===== config.mk =====
export PLATFORM = sky130hd
export DESIGN_NAME = sm83_irq_ctrl_flat
export DESIGN_NICKNAME = d
export VERILOG_FILES = /design/src/rtl/sm83_irq_ctrl_if.sv /design/src/rtl/sm83_irq_ctrl.sv /design/src/flat_wrapper.sv
export SDC_FILE = /design/constraint.sdc
export NUM_CORES = 1
export LEC_CHECK = 0
export ABC_CLOCK_PERIOD_IN_PS = 2000
export CAP_MARGIN = 10
export CORE_ASPECT_RATIO = 1.1
export CORE_MARGIN = 2
export CORE_UTILIZATION = 37
export CTS_CLUSTER_DIAMETER = 120
export CTS_CLUSTER_SIZE = 20
export DETAILED_ROUTE_END_ITERATION = 12
export PLACE_DENSITY = 0.89
export SYNTH_ARGS = -nofsm -noshare
export SYNTH_HDL_FRONTEND = slang
export SYNTH_SLANG_ARGS = --single-unit

===== constraint.sdc =====
create_clock -name clk -period 2 [get_ports clk]
set_clock_uncertainty 0.15 [all_clocks]
set_input_delay 0.2 -clock clk [delete_from_list [all_inputs] [get_ports clk]]
set_output_delay 0.2 -clock clk [all_outputs]
set_load 0.005 [all_outputs]

===== src/rtl/sm83_irq_ctrl_if.sv =====
// Bus and dispatch-handshake bundle between the SM83 core and its interrupt controller.
// master: core side (drives strobes and handshake), slave: interrupt controller.
interface sm83_irq_ctrl_if;
  logic        if_wr;
  logic        ie_wr;
  logic [7:0]  wdata;
  logic [7:0]  if_rdata;
  logic [7:0]  ie_rdata;
  logic        irq_take;
  logic        irq_ack;
  logic        irq_done;
  logic [15:0] irq_vec;
  logic        irq_vec_valid;

  modport master (
    output if_wr, ie_wr, wdata, irq_ack, irq_done,
    input  if_rdata, ie_rdata, irq_take, irq_vec, irq_vec_valid
  );

  modport slave (
    input  if_wr, ie_wr, wdata, irq_ack, irq_done,
    output if_rdata, ie_rdata, irq_take, irq_vec, irq_vec_valid
  );
endinterface


===== src/rtl/sm83_irq_ctrl.sv =====
// SM83 interrupt controller: IF/IE/IME, EI/DI/RETI/HALT sequencing, fixed-priority
// dispatch. Optional macro SM83_HALT_BUG_EN adds the halt_bug output.
module sm83_irq_ctrl #(
  parameter int unsigned NUM_IRQ    = 5,
  parameter logic [15:0] VEC_BASE   = 16'h0040,
  parameter int unsigned VEC_STRIDE = 8
) (
  input  logic               clk,
  input  logic               rst,
  input  logic [NUM_IRQ-1:0] irq_set,
  input  logic               ctl_ei,
  input  logic               ctl_di,
  input  logic               ctl_reti,
  input  logic               ctl_halt,
  input  logic               instr_boundary,
  output logic               halted,
  output logic               wake,
  output logic               ime,
`ifdef SM83_HALT_BUG_EN
  output logic               halt_bug,
`endif
  sm83_irq_ctrl_if.slave     bus
);

  typedef enum logic [1:0] {StRun, StDispatch, StHalt} state_e;

  state_e             state_q, state_d;
  logic [NUM_IRQ-1:0] if_q, if_d, ie_q, ie_d;
  logic               ime_q, ime_d, ei_pend_q, ei_pend_d;
  logic [15:0]        vec_q, vec_d;
  logic               vec_valid_q, vec_valid_d;
  logic               halt_bug_q, halt_bug_d;

  logic [NUM_IRQ-1:0] pend, if_base, pend_ack;
  logic [2:0]         idx;
  logic [15:0]        vec_calc;
  logic               take, ack_fire, in_run;
  logic [7:0]         if_rd, ie_rd;
  logic               unused_wdata;

  assign unused_wdata = ^bus.wdata;

  // Pending set, priority pick and readback. The ack pick uses the post-write IF
  // so a same-cycle IF write of 0 cancels the dispatch.
  always_comb begin
    pend     = if_q & ie_q;
    if_base  = bus.if_wr ? bus.wdata[NUM_IRQ-1:0] : if_q;
    pend_ack = if_base & ie_q;
    idx      = 3'd0;
    for (int i = NUM_IRQ - 1; i >= 0; i--) begin
      if (pend_ack[i]) idx = 3'(i);
    end
    vec_calc = VEC_BASE + 16'(32'(idx) * VEC_STRIDE);
    in_run   = (state_q == StRun);
    take     = in_run & ime_q & (|pend);
    ack_fire = bus.irq_ack & take;
    if_rd    = 8'hFF;
    if_rd[NUM_IRQ-1:0] = if_q;
    ie_rd    = 8'h00;
    ie_rd[NUM_IRQ-1:0] = ie_q;
  end

  assign bus.if_rdata      = if_rd;
  assign bus.ie_rdata      = ie_rd;
  assign bus.irq_take      = take;
  assign bus.irq_vec       = vec_q;
  assign bus.irq_vec_valid = vec_valid_q;
  assign halted            = (state_q == StHalt);
  assign wake              = (state_q == StHalt) & (|pend);
  assign ime               = ime_q;
`ifdef SM83_HALT_BUG_EN
  assign halt_bug          = halt_bug_q;
`endif

  // Next-state: FSM transitions, IF/IE updates and IME sequencing.
  always_comb begin
    state_d     = state_q;
    if_d        = if_base;
    ie_d        = bus.ie_wr ? bus.wdata[NUM_IRQ-1:0] : ie_q;
    ime_d       = ime_q;
    ei_pend_d   = ei_pend_q;
    vec_d       = vec_q;
    vec_valid_d = vec_valid_q;
    halt_bug_d  = 1'b0;

    unique case (state_q)
      StRun: begin
        if (ack_fire) begin
          state_d     = StDispatch;
          vec_valid_d = 1'b1;
          if (|pend_ack) begin
            vec_d     = vec_calc;
            if_d[idx] = 1'b0;
          end else begin
            vec_d = 16'h0000;
          end
        end else if (ctl_halt) begin
          if (ime_q || (pend == '0)) begin
            state_d = StHalt;
          end else begin
`ifdef SM83_HALT_BUG_EN
            halt_bug_d = 1'b1;
`endif
          end
        end
      end
      StDispatch: begin
        if (bus.irq_done) begin
          state_d     = StRun;
          vec_valid_d = 1'b0;
        end
      end
      StHalt: begin
        if (|pend) state_d = StRun;
      end
      default: state_d = StRun;
    endcase

    // Set wins over both the bus write and the ack clear.
    if_d = if_d | irq_set;

    // EI takes effect one boundary late; later lines override earlier ones.
    if (instr_boundary && ei_pend_q) begin
      ime_d     = 1'b1;
      ei_pend_d = 1'b0;
    end
    if (in_run) begin
      if (ctl_ei)   ei_pend_d = 1'b1;
      if (ctl_reti) ime_d = 1'b1;
      if (ctl_di) begin
        ime_d     = 1'b0;
        ei_pend_d = 1'b0;
      end
    end
    if (ack_fire) begin
      ime_d     = 1'b0;
      ei_pend_d = 1'b0;
    end
  end

  // State register with synchronous reset.
  always_ff @(posedge clk) begin
    if (rst) begin
      state_q     <= StRun;
      if_q        <= '0;
      ie_q        <= '0;
      ime_q       <= 1'b0;
      ei_pend_q   <= 1'b0;
      vec_q       <= 16'h0000;
      vec_valid_q <= 1'b0;
      halt_bug_q  <= 1'b0;
    end else begin
      state_q     <= state_d;
      if_q        <= if_d;
      ie_q        <= ie_d;
      ime_q       <= ime_d;
      ei_pend_q   <= ei_pend_d;
      vec_q       <= vec_d;
      vec_valid_q <= vec_valid_d;
      halt_bug_q  <= halt_bug_d;
    end
  end

endmodule


===== src/flat_wrapper.sv =====
// flat-port wrapper written by rule: the top's interface ports become plain ports
module sm83_irq_ctrl_flat 
#(
  parameter int unsigned NUM_IRQ    = 5,
  parameter logic [15:0] VEC_BASE   = 16'h0040,
  parameter int unsigned VEC_STRIDE = 8
)
  (clk, rst, irq_set, ctl_ei, ctl_di, ctl_reti, ctl_halt, instr_boundary, halted, wake, ime, bus_if_wr, bus_ie_wr, bus_wdata, bus_irq_ack, bus_irq_done, bus_if_rdata, bus_ie_rdata, bus_irq_take, bus_irq_vec, bus_irq_vec_valid);
  sm83_irq_ctrl_if bus_i ();
  input  logic clk;
  input  logic rst;
  input  logic [NUM_IRQ-1:0] irq_set;
  input  logic ctl_ei;
  input  logic ctl_di;
  input  logic ctl_reti;
  input  logic ctl_halt;
  input  logic instr_boundary;
  output logic halted;
  output logic wake;
  output logic ime;
  input wire logic [$bits(bus_i.if_wr)-1:0] bus_if_wr;
  input wire logic [$bits(bus_i.ie_wr)-1:0] bus_ie_wr;
  input wire logic [$bits(bus_i.wdata)-1:0] bus_wdata;
  input wire logic [$bits(bus_i.irq_ack)-1:0] bus_irq_ack;
  input wire logic [$bits(bus_i.irq_done)-1:0] bus_irq_done;
  output wire logic [$bits(bus_i.if_rdata)-1:0] bus_if_rdata;
  output wire logic [$bits(bus_i.ie_rdata)-1:0] bus_ie_rdata;
  output wire logic [$bits(bus_i.irq_take)-1:0] bus_irq_take;
  output wire logic [$bits(bus_i.irq_vec)-1:0] bus_irq_vec;
  output wire logic [$bits(bus_i.irq_vec_valid)-1:0] bus_irq_vec_valid;
  assign bus_i.if_wr = bus_if_wr;
  assign bus_i.ie_wr = bus_ie_wr;
  assign bus_i.wdata = bus_wdata;
  assign bus_i.irq_ack = bus_irq_ack;
  assign bus_i.irq_done = bus_irq_done;
  assign bus_if_rdata = bus_i.if_rdata;
  assign bus_ie_rdata = bus_i.ie_rdata;
  assign bus_irq_take = bus_i.irq_take;
  assign bus_irq_vec = bus_i.irq_vec;
  assign bus_irq_vec_valid = bus_i.irq_vec_valid;
  sm83_irq_ctrl #(.NUM_IRQ(NUM_IRQ), .VEC_BASE(VEC_BASE), .VEC_STRIDE(VEC_STRIDE)) u_core (.clk(clk), .rst(rst), .irq_set(irq_set), .ctl_ei(ctl_ei), .ctl_di(ctl_di), .ctl_reti(ctl_reti), .ctl_halt(ctl_halt), .instr_boundary(instr_boundary), .halted(halted), .wake(wake), .ime(ime), .bus(bus_i));
endmodule

After elaboration in Yosys (flattened, before gate mapping):

Index checks and enable logic that the tools add are counted.

* output and inout port bits: 37
* flip-flop bits (word level): 31
* input port bits: 24

* reduce and logical (&&, ||, !) cells: 12
* eq/ne operators: 7
* bitwise operators: 9
* muxes and demuxes: 29
* magnitude comparators: 2
* add/subtract/negate cells: 1

Operators with widths (count)
* 2-to-1 mux 5 bit: 4
* 2-to-1 mux 16 bit: 1
* bitwise AND 5 bit: 3
* 2-to-1 mux 3 bit: 5
* 2-to-1 mux 1 bit: 11
* 2-to-1 mux 2 bit: 5
* OR reduction 5 bit: 2
* adder 7 x 6 -> 8 bit, first input constant: 1
* != test 3 x 2 -> 1 bit, second input constant: 2
* one-hot mux 2 bit (3 select lines): 1
* zero test 5 bit: 1
* NOT 5 bit: 1
* bitwise OR 5 bit: 1
* bitwise AND 1 bit: 4
* less-than comparator 3 x 4 -> 1 bit, second input constant: 1
* != test 2 x 1 -> 1 bit, second input constant: 2
* AND reduction 4 bit: 1
* demux 1 bit (select 3 bit): 1
* greater-or-equal comparator 3 x 1 -> 1 bit, second input constant: 1
* AND reduction 3 bit: 1
* equality test 2 x 1 -> 1 bit, second input constant: 1
* equality test 2 bit, second input constant: 1
* logical AND 1 bit: 2
* zero test 2 bit: 1
* 6 further kinds: 6

Logic depth before layout (Yosys ltp):

Gate-level depths: netlist of the first run.

* word-level depth: 17
* gate-level depth with buffers: 4

Worst setup path after synthesis of the first run:

No wires, ideal clock.

* path type: register -> register
* start: reg u_core.ie_q[0]
* end: reg u_core.vec_q[6], in the netlist u_core.bus.irq_vec[6]
* arrival time: 1.300 ns
* stages on the path, launching flop included: 5
* slack: 0.398 ns
* library setup time: 0.152 ns
* cell sequence: dfxtp_1 > a222oi_1 > a31oi_1 > o21ai_0 > a31oi_1

* word-level cells in the longest chain between the ends: 5
* elaborated cells between the ends (all ways): 10

RTL lines
* start: declaration: line sm83_irq_ctrl.sv:28 `logic [NUM_IRQ-1:0] if_q, if_d, ie_q, ie_d;`
* start signal: assignment: line sm83_irq_ctrl.sv:155 `ie_q <= ie_d;`
* branches (longest 5 deep; another with adder 7 x 6 -> 8 bit)
* end signal: assignment: line sm83_irq_ctrl.sv:158 `vec_q <= vec_d;`
* end: declaration: line sm83_irq_ctrl.sv:30 `logic [15:0] vec_q, vec_d;`

Parallel ways; which one is timed is not known.
A chain may end at the register's enable or synchronous reset.

Worst setup path after layout of the first run:

* start: reg u_core.if_q[0]
* end: out bus_irq_take

* word-level cells in the longest chain between the ends: 3

RTL lines
* start: declaration: line sm83_irq_ctrl.sv:28
* start signal: assignment: line sm83_irq_ctrl.sv:154 `if_q <= if_d;`
* bitwise AND 5 bit: line sm83_irq_ctrl.sv:46 `pend = if_q & ie_q;`
* OR reduction 5 bit: line sm83_irq_ctrl.sv:55 `take = in_run & ime_q & (|pend);`
* bitwise AND 1 bit: line sm83_irq_ctrl.sv:55
* end: declaration: line flat_wrapper.sv:28 `output wire logic [$bits(bus_i.irq_take)-1:0] bus_irq_take;`

No other way between the ends.

==> results of run 1 <==
## layout make-up
class                      count  area (um2)  area share, %
multi-input combinational     89         588           37.1
timing repair buffer          57         527           33.2
sequential                    19         385           24.3
tap                           31        38.8           2.45
clock buffer                   3        22.5           1.42
inverter                       5        18.8           1.18
clock inverter                 1        5.00          0.316
## worst register-to-register path, delay by kind of cell (launching register included)
family | cells | cell delay [ns]
buffers and inverters | 5 | 0.66
AOI/OAI and AO/OA | 3 | 0.73
DFF | 1 | 0.34
## routing by layer
layer,global-route usage (%),up-vias
li1,-,501
met1,22.6,494
met2,35.5,67
met3,4.31,7
met4,13.2,0
met5,0,-
## cells in the final DEF (no fill, tap or decap), types with 2 or more instances in the layout
master,netlist,layout
mux2i_1,5,5
dfxtp_1,19,15
buf_6,0,3
a22oi_1,2,2
conb_1,2,18
buf_4,18,15
nand3_1,2,2
inv_1,5,5
nand3b_1,2,2
and2_1,2,2
clkbuf_4,0,3
nor2_1,11,11
nand2_1,9,9
nor2b_1,2,2
a41oi_2,0,3
dfxtp_2,0,4
mux2_2,5,5
a21oi_1,6,6
a31oi_1,3,2
clkdlybuf4s50_1,0,37
o21ai_0,5,4
## how the worst max path moves through the flow
stage / to / slack (ns) / cells past startpoint / start
2_1_floorplan: u_core.bus.irq_vec[6]$_SDFFE_PP0P_ / 0.40 / 4 / u_core.ie_q[0]$_SDFFE_PP0P_
3_3_place_gp: u_core.if_q[3]$_SDFF_PP0_ / -0.07 / 6 / bus_if_wr
3_5_place_dp: u_core.if_q[4]$_SDFF_PP0_ / -0.13 / 6 / bus_if_wr
4_1_cts: u_core.bus.irq_vec[3]$_SDFFE_PP0P_ / -0.06 / 10 / u_core.if_q[4]$_SDFF_PP0_
5_1_grt: bus_irq_take / -0.09 / 5 / u_core.if_q[0]$_SDFF_PP0_
6_report: bus_irq_take / -0.07 / 5 / u_core.if_q[0]$_SDFF_PP0_
## per-stage QoR
stage               util (%)  setup WS [ns]  TNS [ns]
global placement        57.1        -0.0694    -0.216
finish                  62.3        -0.0688   -0.0688
CTS                     61.3        -0.0568    -0.114
global route            62.3        -0.0945   -0.0945
detailed placement      57.1         -0.130    -0.407
floorplan                  -          0.398         0
## flip-flops by register name (all words and copies together), names as in the netlist
register                  cells
u_core.ie_q                   5
u_core.ime                    1
u_core.state_q                2
u_core.bus.irq_vec            4
u_core.bus.irq_vec_valid      1
u_core.ei_pend_q              1
u_core.if_q                   5
## power breakdown
part,switching (mW),total (mW),internal [mW]
Sequential,0.0199,0.420,0.400
Clock,0.132,0.207,0.0748
Combinational,0.103,0.243,0.139
## repair_timing
item                                    4_1_cts  5_1_grt
setup buffers                                 7        1
hold buffers                                  0        0
cloned                                        0        1
pin swaps                                     4        3
gates resized for setup                      15        8
endpoints found under the setup margin        2       15
## cell families after synthesis
group | share of synthesized area (%)
AND/OR/NAND/NOR | 17.6
AO/OA/AOI/OAI | 17.8
buffers and inverters | 15.9
flip-flops | 37.5
multiplexers | 10.5
other | 0.740
==> run summary, run 1 <==
## Layout
• Filler Cell Count: 217
• Area growth syn-to-layout: 56.2%
• Final nets: 199
• antenna cells: 0
• ratio of cells with drive above 1 in the final layout: 23.6%
• number of non-filler instances in the completed layout: 205
• Post-Layout Inst Area: 1590 um2

## Synthesis
• Syn Std Cell Area: 1010 um2
• number of flops mapped to enable cells by yosys: 0
• Synth top cells by count: 19 x dfxtp_1, 18 x buf_4, 11 x nor2_1
• flops & latches, synth: 19
• Yosys top cell area share: 37.5%
• Mean Syn Cell Area: 8.67 um2
• most instantiated flip-flop cell in the synthesis netlist: dfxtp_1
• cell count after synthesis: 117
• share of flip-flops with an asynchronous set or reset: 0%
• top post-synthesis cells by area: dfxtp_1 37%, buf_4 13%, mux2_2 5.5%
• sequential share of the synthesized area: 37.5%
• number of distinct library cell variants in the gate-level netlist after synthesis: 32
• warnings from Yosys: 0
• most frequently used cell type in the post-synthesis netlist: dfxtp_1
• most area-hungry cell type in the Yosys netlist: dfxtp_1

## Clock tree
• clock-pin slew on the worst setup and hold paths: 0.12 ns
• buffer cell driving the clock tree root: clkbuf_4
• CTS Sinks: 19
• buffer depth of the longest clock path: 2
• clock latency on the worst-skew pair: 0.31 ns
• clock tree from TritonCTS: yes
• Clock H-tree levels: 1
• number of buffers created by CTS: 3

## Die
• I/O pin cnt: 61
• Rows: 19
• starting utilization of the core area: 39.9%
• DIE WIDTH: 53.9 um
• area of the core: 2540 um2
• floorplan die area: 3180 um2
• Die Y-Extent: 58.9 um

## Global routing
• overall routing resource usage: 20.7%
• initial antenna violation count: 0
• global-route wire length before repair: 4730 um
• largest net degree at the start of global routing: 13
• vias in the first global route: 1059
• total gr overflow: 0

## Outcome
• run status: complete, but fails checks
• violated checks: setup timing

## STA
• number of max-slew violations in the final report: 0
• post-layout worst setup margin: -0.0688 ns
• total of endpoints with negative setup slack in the final report: 1
• Max Clk Rate: 483 MHz
• final worst path period share: 103%
• Fin. Hold Viols: 0
• setup repair after global routing missed its margin: true
• WHS: 0.323 ns
• Final Critical Period: 2.07 ns

## Pwr
• maximum ir drop on the vdd rail: 0.289 mV
• total power divided by cell area: 549 nW/um2
• post-layout total power: 0.870 mW
• Leakage: 0.663 nW

## Hold path
• endpoint of the worst hold-timing path: u_core.bus.irq_vec[4]$_SDFFE_PP0P_
• worst hold-check path type: reg2reg
• number of cells on the worst hold path: 2
• startpoint of the most critical hold path: u_core.bus.irq_vec[4]$_SDFFE_PP0P_

## Routing
• routed wirelength normalized by instance count: 15.9 um
• Routed WL: 3250 um
• topmost layer with routed signal wires: met4
• antenna viol nets, final: 0
• number of detailed-routing iterations run before antenna repair: 5
• Routed met1 length: 1290 um
• vias after detailed routing: 1069
• met3 routed wirelength: 247 um
• met2 wire length: 1660 um
• number of remaining DRC errors: 0
• Initial DRC Count: 30
• per-cell via count in the routed design: 5.21

## Worst setup path
• Data arrival, critical path: 1.72 ns
• top cell family by delay on the critical path: compound AO/OA/AOI/OAI gates
• longest individual stage delay on the worst path: 0.43 ns
• worst reg2reg path startpoint: u_core.if_q[0]$_SDFF_PP0_
• Crit Path Category: reg2out
• Critical Path Slowest Stage Cell: a222oi_1
• FF-to-FF path depth: 8
• Crit. End Element: primary output
• type of origin of the critical path: register
• cells along the critical path: a222oi_1, nand3_1, buf_4, and3_4, buf_6
• worst-path fanout max: 2
• number of buffers and inverters on the critical path: 2
• setup slack, reg-to-reg: 0.03 ns
• reg-to-reg critical path endpoint: u_core.bus.irq_vec[3]$_SDFFE_PP0P_
• Worst Path Required: 1.65 ns

## Placement
• half-perimeter wire length after detailed placement: 2130 um
• total placed cells including tap cells: 195
• area of placed instances: 1450 um2
• input/output buffers: 39
• final estimated routing congestion in global placement: 0.915

## Job
• max-cap violations: 0

Note: power is estimated with default switching activity, not from simulation.
==> run 2: changes to the inputs <==
--- a/config.mk
+++ b/config.mk
@@ -10,10 +10,10 @@
 export CORE_ASPECT_RATIO = 1.1
 export CORE_MARGIN = 2
 export CORE_UTILIZATION = 37
-export CTS_CLUSTER_DIAMETER = 120
 export CTS_CLUSTER_SIZE = 20
 export DETAILED_ROUTE_END_ITERATION = 12
 export PLACE_DENSITY = 0.89
+export SKIP_CTS_REPAIR_TIMING = 1
 export SYNTH_ARGS = -nofsm -noshare
 export SYNTH_HDL_FRONTEND = slang
 export SYNTH_SLANG_ARGS = --single-unit
==> run 2 against run 1 <==
The run still ends with setup timing left. Non-clock buffer count shrank 5. Combinational power shrank 12%. Wire length shrank 16%. Sequential cell count is the same.
==> run summary, run 2 (same netlist as run 1, synthesis figures left out) <==
## Layout
• final cell utilization of the core: 58.6%
• ratio of cells with drive above 1 in the final layout: 16.6%
• Post-Layout Inst Area: 1490 um2
• Area growth syn-to-layout: 47.0%
• commonest cells after routing, fill and taps aside: 37 x clkdlybuf4s50_1, 18 x conb_1, 17 x dfxtp_1
• Final nets: 194
• most common cell after layout, fill and taps aside: clkdlybuf4s50_1
• antenna cells: 0

## Clock tree
• number of buffers created by CTS: 3
• buffer depth of the longest clock path: 2
• CTS Sinks: 19
• clock latency on the worst-skew pair: 0.31 ns
• Clock H-tree levels: 1
• clock tree from TritonCTS: yes
• buffer cell driving the clock tree root: clkbuf_4
• clock-pin slew on the worst setup and hold paths: 0.11 ns

## Global routing
• initial antenna violation count: 0
• global-route wire length before repair: 4110 um
• vias in the first global route: 1011
• overall routing resource usage: 17.8%
• largest net degree at the start of global routing: 13
• total gr overflow: 0

## Worst setup path
• Data arrival, critical path: 1.68 ns
• setup slack, reg-to-reg: 0.27 ns
• FF-to-FF path depth: 6
• type of origin of the critical path: register
• Worst Path Required: 1.65 ns
• worst-path fanout max: 3
• Crit Path Category: reg2out
• worst reg2reg path startpoint: u_core.if_q[0]$_SDFF_PP0_
• Crit. End Element: primary output
• reg-to-reg critical path endpoint: u_core.bus.irq_vec[6]$_SDFFE_PP0P_

## Die
• Rows: 19
• Die Y-Extent: 58.9 um
• area of the core: 2540 um2
• floorplan die area: 3180 um2
• starting utilization of the core area: 39.9%
• DIE WIDTH: 53.9 um
• I/O pin cnt: 61

## STA
• final worst path period share: 101%
• Final Critical Period: 2.03 ns
• Fin. Hold Viols: 0
• setup repair after global routing missed its margin: true
• post-layout worst setup margin: -0.0279 ns
• Max Clk Rate: 493 MHz
• number of max-slew violations in the final report: 0
• total of endpoints with negative setup slack in the final report: 1

## Pwr
• Leakage: 0.648 nW
• cell-internal power: 0.602 mW
• relative contribution of the clock network to total power: 24.3%
• post-layout total power: 0.834 mW
• switching fraction of total power: 27.9%
• total power divided by cell area: 559 nW/um2
• part of the total power dissipated in sequential elements: 50.1%
• net switching power of the design: 0.233 mW
• part of the total power dissipated in combinational logic: 25.6%
• maximum ir drop on the vdd rail: 0.266 mV

## Placement
• area of placed instances: 1450 um2
• final estimated routing congestion in global placement: 0.915
• half-perimeter wire length after detailed placement: 2130 um
• placement-stage worst setup slack: -0.130 ns
• input/output buffers: 39

## Hold path
• endpoint of the worst hold-timing path: u_core.bus.irq_vec[4]$_SDFFE_PP0P_
• startpoint of the most critical hold path: u_core.bus.irq_vec[4]$_SDFFE_PP0P_
• number of cells on the worst hold path: 2
• worst hold-check path type: reg2reg

## Job
• max-cap violations: 0

## Routing
• number of remaining DRC errors: 0
• per-cell via count in the routed design: 4.97
• number of detailed-routing iterations run before antenna repair: 4
• routed wirelength normalized by instance count: 13.6 um
• antenna viol nets, final: 0
• Initial DRC Count: 34
• Routed WL: 2720 um
• vias after detailed routing: 994

## Outcome
• run status: complete, but fails checks
• violated checks: setup timing

==> run 2: final cells by class <==
type / count / area (um2)
Clock buffer: 3 / 22.5
Clock inverter: 1 / 5.00
Fill cell: 238 / 1050
Inverter: 5 / 18.8
Multi-Input combinational cell: 89 / 538
Sequential cell: 19 / 383
Tap cell: 31 / 38.8
Timing Repair Buffer: 52 / 485
==> run 2: worst max-delay path, cell delays in order (launching register included) <==
cell and delay [ns]:
dfxtp_2 0.35, a222oi_1 0.38, nand3_1 0.20, buf_4 0.17, and3_4 0.16, clkbuf_2 0.11
==> run 2: routing by layer <==
| layer | global-route usage, % | part of all wire (%) | vias up | routed length, um |
|---|---|---|---|---|
| li1 | - | - | 489 | - |
| met1 | 20.0 | 41 | 457 | 1110 |
| met2 | 28.7 | 50 | 41 | 1360 |
| met3 | 4.57 | 6.9 | 7 | 188 |
| met4 | 12.5 | 2.1 | 0 | 58 |
| met5 | 0 | 0 | - | 0 |
==> run 2: how the worst max path moves through the flow <==
stage | start | endpoint | slack (ns)
finish | u_core.if_q[0]$_SDFF_PP0_ | bus_irq_take | -0.03
global route | u_core.ie_q[0]$_SDFFE_PP0P_ | bus_irq_take | -0.11
CTS | u_core.if_q[0]$_SDFF_PP0_ | bus_irq_take | -0.30
detailed placement | bus_if_wr | u_core.if_q[4]$_SDFF_PP0_ | -0.13
global placement | bus_if_wr | u_core.if_q[3]$_SDFF_PP0_ | -0.07
floorplan | u_core.ie_q[0]$_SDFFE_PP0P_ | u_core.bus.irq_vec[6]$_SDFFE_PP0P_ | 0.40
==> run 2: power by group through the flow <==
| stage | sequential (mW) | clock (mW) | combinational, mW |
|---|---|---|---|
| 6_report | 0.418 | 0.203 | 0.214 |
| 5_1_grt | 0.421 | 0.220 | 0.234 |
| 4_1_cts | 0.417 | 0.209 | 0.209 |
| 3_5_place_dp | 0.425 | 0 | 0.208 |
| 3_3_place_gp | 0.424 | 0 | 0.200 |
| 2_1_floorplan | 0.426 | 0 | 0.106 |
==> run 2: metrics by stage <==
stage | hold WS [ns] | TNS, ns | cells
floorplan | 0.167 | 0 | 133
global placement | 0.298 | -0.216 | 195
detailed placement | 0.310 | -0.407 | 195
CTS | 0.326 | -0.554 | 199
global route | 0.341 | -0.108 | 200
finish | 0.322 | -0.0279 | 200
==> run 3: changes to the inputs <==
--- a/config.mk
+++ b/config.mk
@@ -7,12 +7,14 @@
 export LEC_CHECK = 0
 export ABC_CLOCK_PERIOD_IN_PS = 2000
 export CAP_MARGIN = 10
+export CELL_PAD_IN_SITES_DETAIL_PLACEMENT = 0
+export CELL_PAD_IN_SITES_GLOBAL_PLACEMENT = 1
 export CORE_ASPECT_RATIO = 1.1
 export CORE_MARGIN = 2
-export CORE_UTILIZATION = 37
+export CORE_UTILIZATION = 25
 export CTS_CLUSTER_SIZE = 20
 export DETAILED_ROUTE_END_ITERATION = 12
-export PLACE_DENSITY = 0.89
+export PLACE_DENSITY_LB_ADDON = 0.15
 export SKIP_CTS_REPAIR_TIMING = 1
 export SYNTH_ARGS = -nofsm -noshare
 export SYNTH_HDL_FRONTEND = slang
==> constraint.sdc (replaced) <==
create_clock -name clk -period 2 [get_ports clk]
set_clock_uncertainty 0.15 [all_clocks]
set_input_delay 0.2 -clock clk [delete_from_list [all_inputs] [get_ports clk]]
set_output_delay 0.2 -clock clk [all_outputs]
set_load 0.05 [all_outputs]
==> run 3 against run 2 <==
The flow now finishes without violations. Clock power grew 33%. Sequential cell count is the same. Via count shrank 6.5%. Combinational power grew 57%. Sequential share of layout area shrank 0.10 points. Maximum frequency grew 7.2%.
==> run summary, run 3 (same netlist as run 1, synthesis figures left out) <==
## Outcome
• run status: finished, final reports clean

## STA
• post-route setup TNS: 0 ns
• measured slew at the worst slew-check pin: 0.510 ns
• total of endpoints with negative setup slack in the final report: 0
• final worst path period share: 94.6%
• Fin. Hold Viols: 0
• Worst slew margin: 65.9%
• Final Critical Period: 1.89 ns
• Max Clk Rate: 528 MHz
• setup repair after global routing missed its margin: false
• number of max-slew violations in the final report: 0

## Layout
• antenna cells: 0
• commonest cells after routing, fill and taps aside: 36 x clkdlybuf4s50_1, 19 x dfxtp_1, 18 x conb_1
• Area growth syn-to-layout: 46.6%
• Post-Layout Inst Area: 1490 um2
• ratio of cells with drive above 1 in the final layout: 13.4%
• most common cell after layout, fill and taps aside: clkdlybuf4s50_1
• Final nets: 189

## Routing
• routed wirelength normalized by instance count: 12.9 um
• vias after detailed routing: 929
• antenna viol nets, final: 0
• per-cell via count in the routed design: 4.30
• number of detailed-routing iterations run before antenna repair: 4
• Initial DRC Count: 23
• number of remaining DRC errors: 0
• Routed WL: 2780 um

## Global routing
• total gr overflow: 0
• vias in the first global route: 931
• largest net degree at the start of global routing: 13
• initial antenna violation count: 0
• overall routing resource usage: 12.2%
• global-route wire length before repair: 4360 um

## Placement
• input/output buffers: 39
• final estimated routing congestion in global placement: 0.691
• half-perimeter wire length after detailed placement: 2170 um
• area of placed instances: 1440 um2

## Clock tree
• buffer cell driving the clock tree root: clkbuf_8
• CTS Sinks: 19
• Clock H-tree levels: 1
• buffer depth of the longest clock path: 2
• clock tree from TritonCTS: yes
• number of buffers created by CTS: 3
• clock latency on the worst-skew pair: 0.25 ns
• clock-pin slew on the worst setup and hold paths: 0.07 ns

## Job
• max-cap violations: 0

## Hold path
• worst hold-check path type: reg2reg
• endpoint of the worst hold-timing path: u_core.bus.irq_vec[4]$_SDFFE_PP0P_
• startpoint of the most critical hold path: u_core.bus.irq_vec[4]$_SDFFE_PP0P_
• number of cells on the worst hold path: 2

## Worst setup path
• cells along the critical path: a222oi_1, buf_4, nand3_1, and3_1, buf_4
• Worst Path Required: 1.65 ns
• Critical Path Slowest Stage Cell: dfxtp_1
• type of origin of the critical path: register
• Crit Path Category: reg2out
• Crit. End Element: primary output
• Data arrival, critical path: 1.54 ns
• reg-to-reg critical path endpoint: u_core.state_q[1]$_SDFFE_PP0P_
• Most Frequent Cell on Critical Path: buf_4
• FF-to-FF path depth: 5
• worst-path fanout max: 3
• longest individual stage delay on the worst path: 0.32 ns
• worst reg2reg path startpoint: u_core.ie_q[0]$_SDFFE_PP0P_
• setup slack, reg-to-reg: 0.39 ns

## Pwr
• maximum ir drop on the vdd rail: 0.403 mV
• Leakage: 0.616 nW
• total power divided by cell area: 688 nW/um2

## Die
• starting utilization of the core area: 25.8%
• DIE WIDTH: 64.7 um
• Die Y-Extent: 70.8 um
• Rows: 24
• area of the core: 3930 um2
• floorplan die area: 4590 um2
• I/O pin cnt: 61

run 3: per-layer routing:
| layer | track usage, % | up-vias | share of wire (%) |
|---|---|---|---|
| li1 | - | 476 | - |
| met1 | 16.0 | 420 | 46 |
| met2 | 20.0 | 33 | 48 |
| met3 | 2.70 | 0 | 5.9 |
| met4 | 3.55 | 0 | 0 |
| met5 | 0 | - | 0 |
run 3: layout make-up:
type                    instances  area, um2
clock buffers                   4       45.0
flip-flops and latches         19        380
fillers                       415       2450
well taps                      52       65.1
repair buffers                 47        443
inverters                       5       18.8
multi-input cells              89        536
run 3: worst max path at each step:
stage	end	start	cells past startpoint	slack, ns
global placement	u_core.if_q[4]$_SDFF_PP0_	bus_if_wr	6	-0.11
CTS	wake	u_core.if_q[0]$_SDFF_PP0_	4	-0.09
detailed placement	u_core.if_q[4]$_SDFF_PP0_	bus_if_wr	6	-0.13
global route	bus_irq_take	u_core.ie_q[0]$_SDFFE_PP0P_	5	0.02
finish	bus_irq_take	u_core.ie_q[0]$_SDFFE_PP0P_	5	0.11
floorplan	u_core.bus.irq_vec[5]$_SDFFE_PP0P_	u_core.ie_q[0]$_SDFFE_PP0P_	4	0.04
run 3: worst max-delay path: cells and delay by family, from the launching register on:
| family | cells | cell delay, ns |
|---|---|---|
| buf+inv | 2 | 0.36 |
| flops | 1 | 0.32 |
| compound gates | 1 | 0.32 |
| simple gates | 2 | 0.29 |
run 3: power by group:
group	switching, mW	total, mW	internal [mW]
combinational	0.218	0.335	0.117
clock	0.128	0.270	0.142
sequential	0.0198	0.419	0.399
run 3: per-stage QoR:
stage	worst slack, ns	power [mW]	utilization, %	hold WS [ns]	std cells
after global routing	0.0203	1.08	37.8	0.345	216
after detailed placement	-0.131	0.759	36.5	0.304	211
final	0.107	1.02	37.8	0.306	216
after CTS	-0.0873	1.04	37.6	0.313	215
after floorplan	0.0391	0.670	-	0.167	133
after global placement	-0.106	0.757	36.5	0.293	211
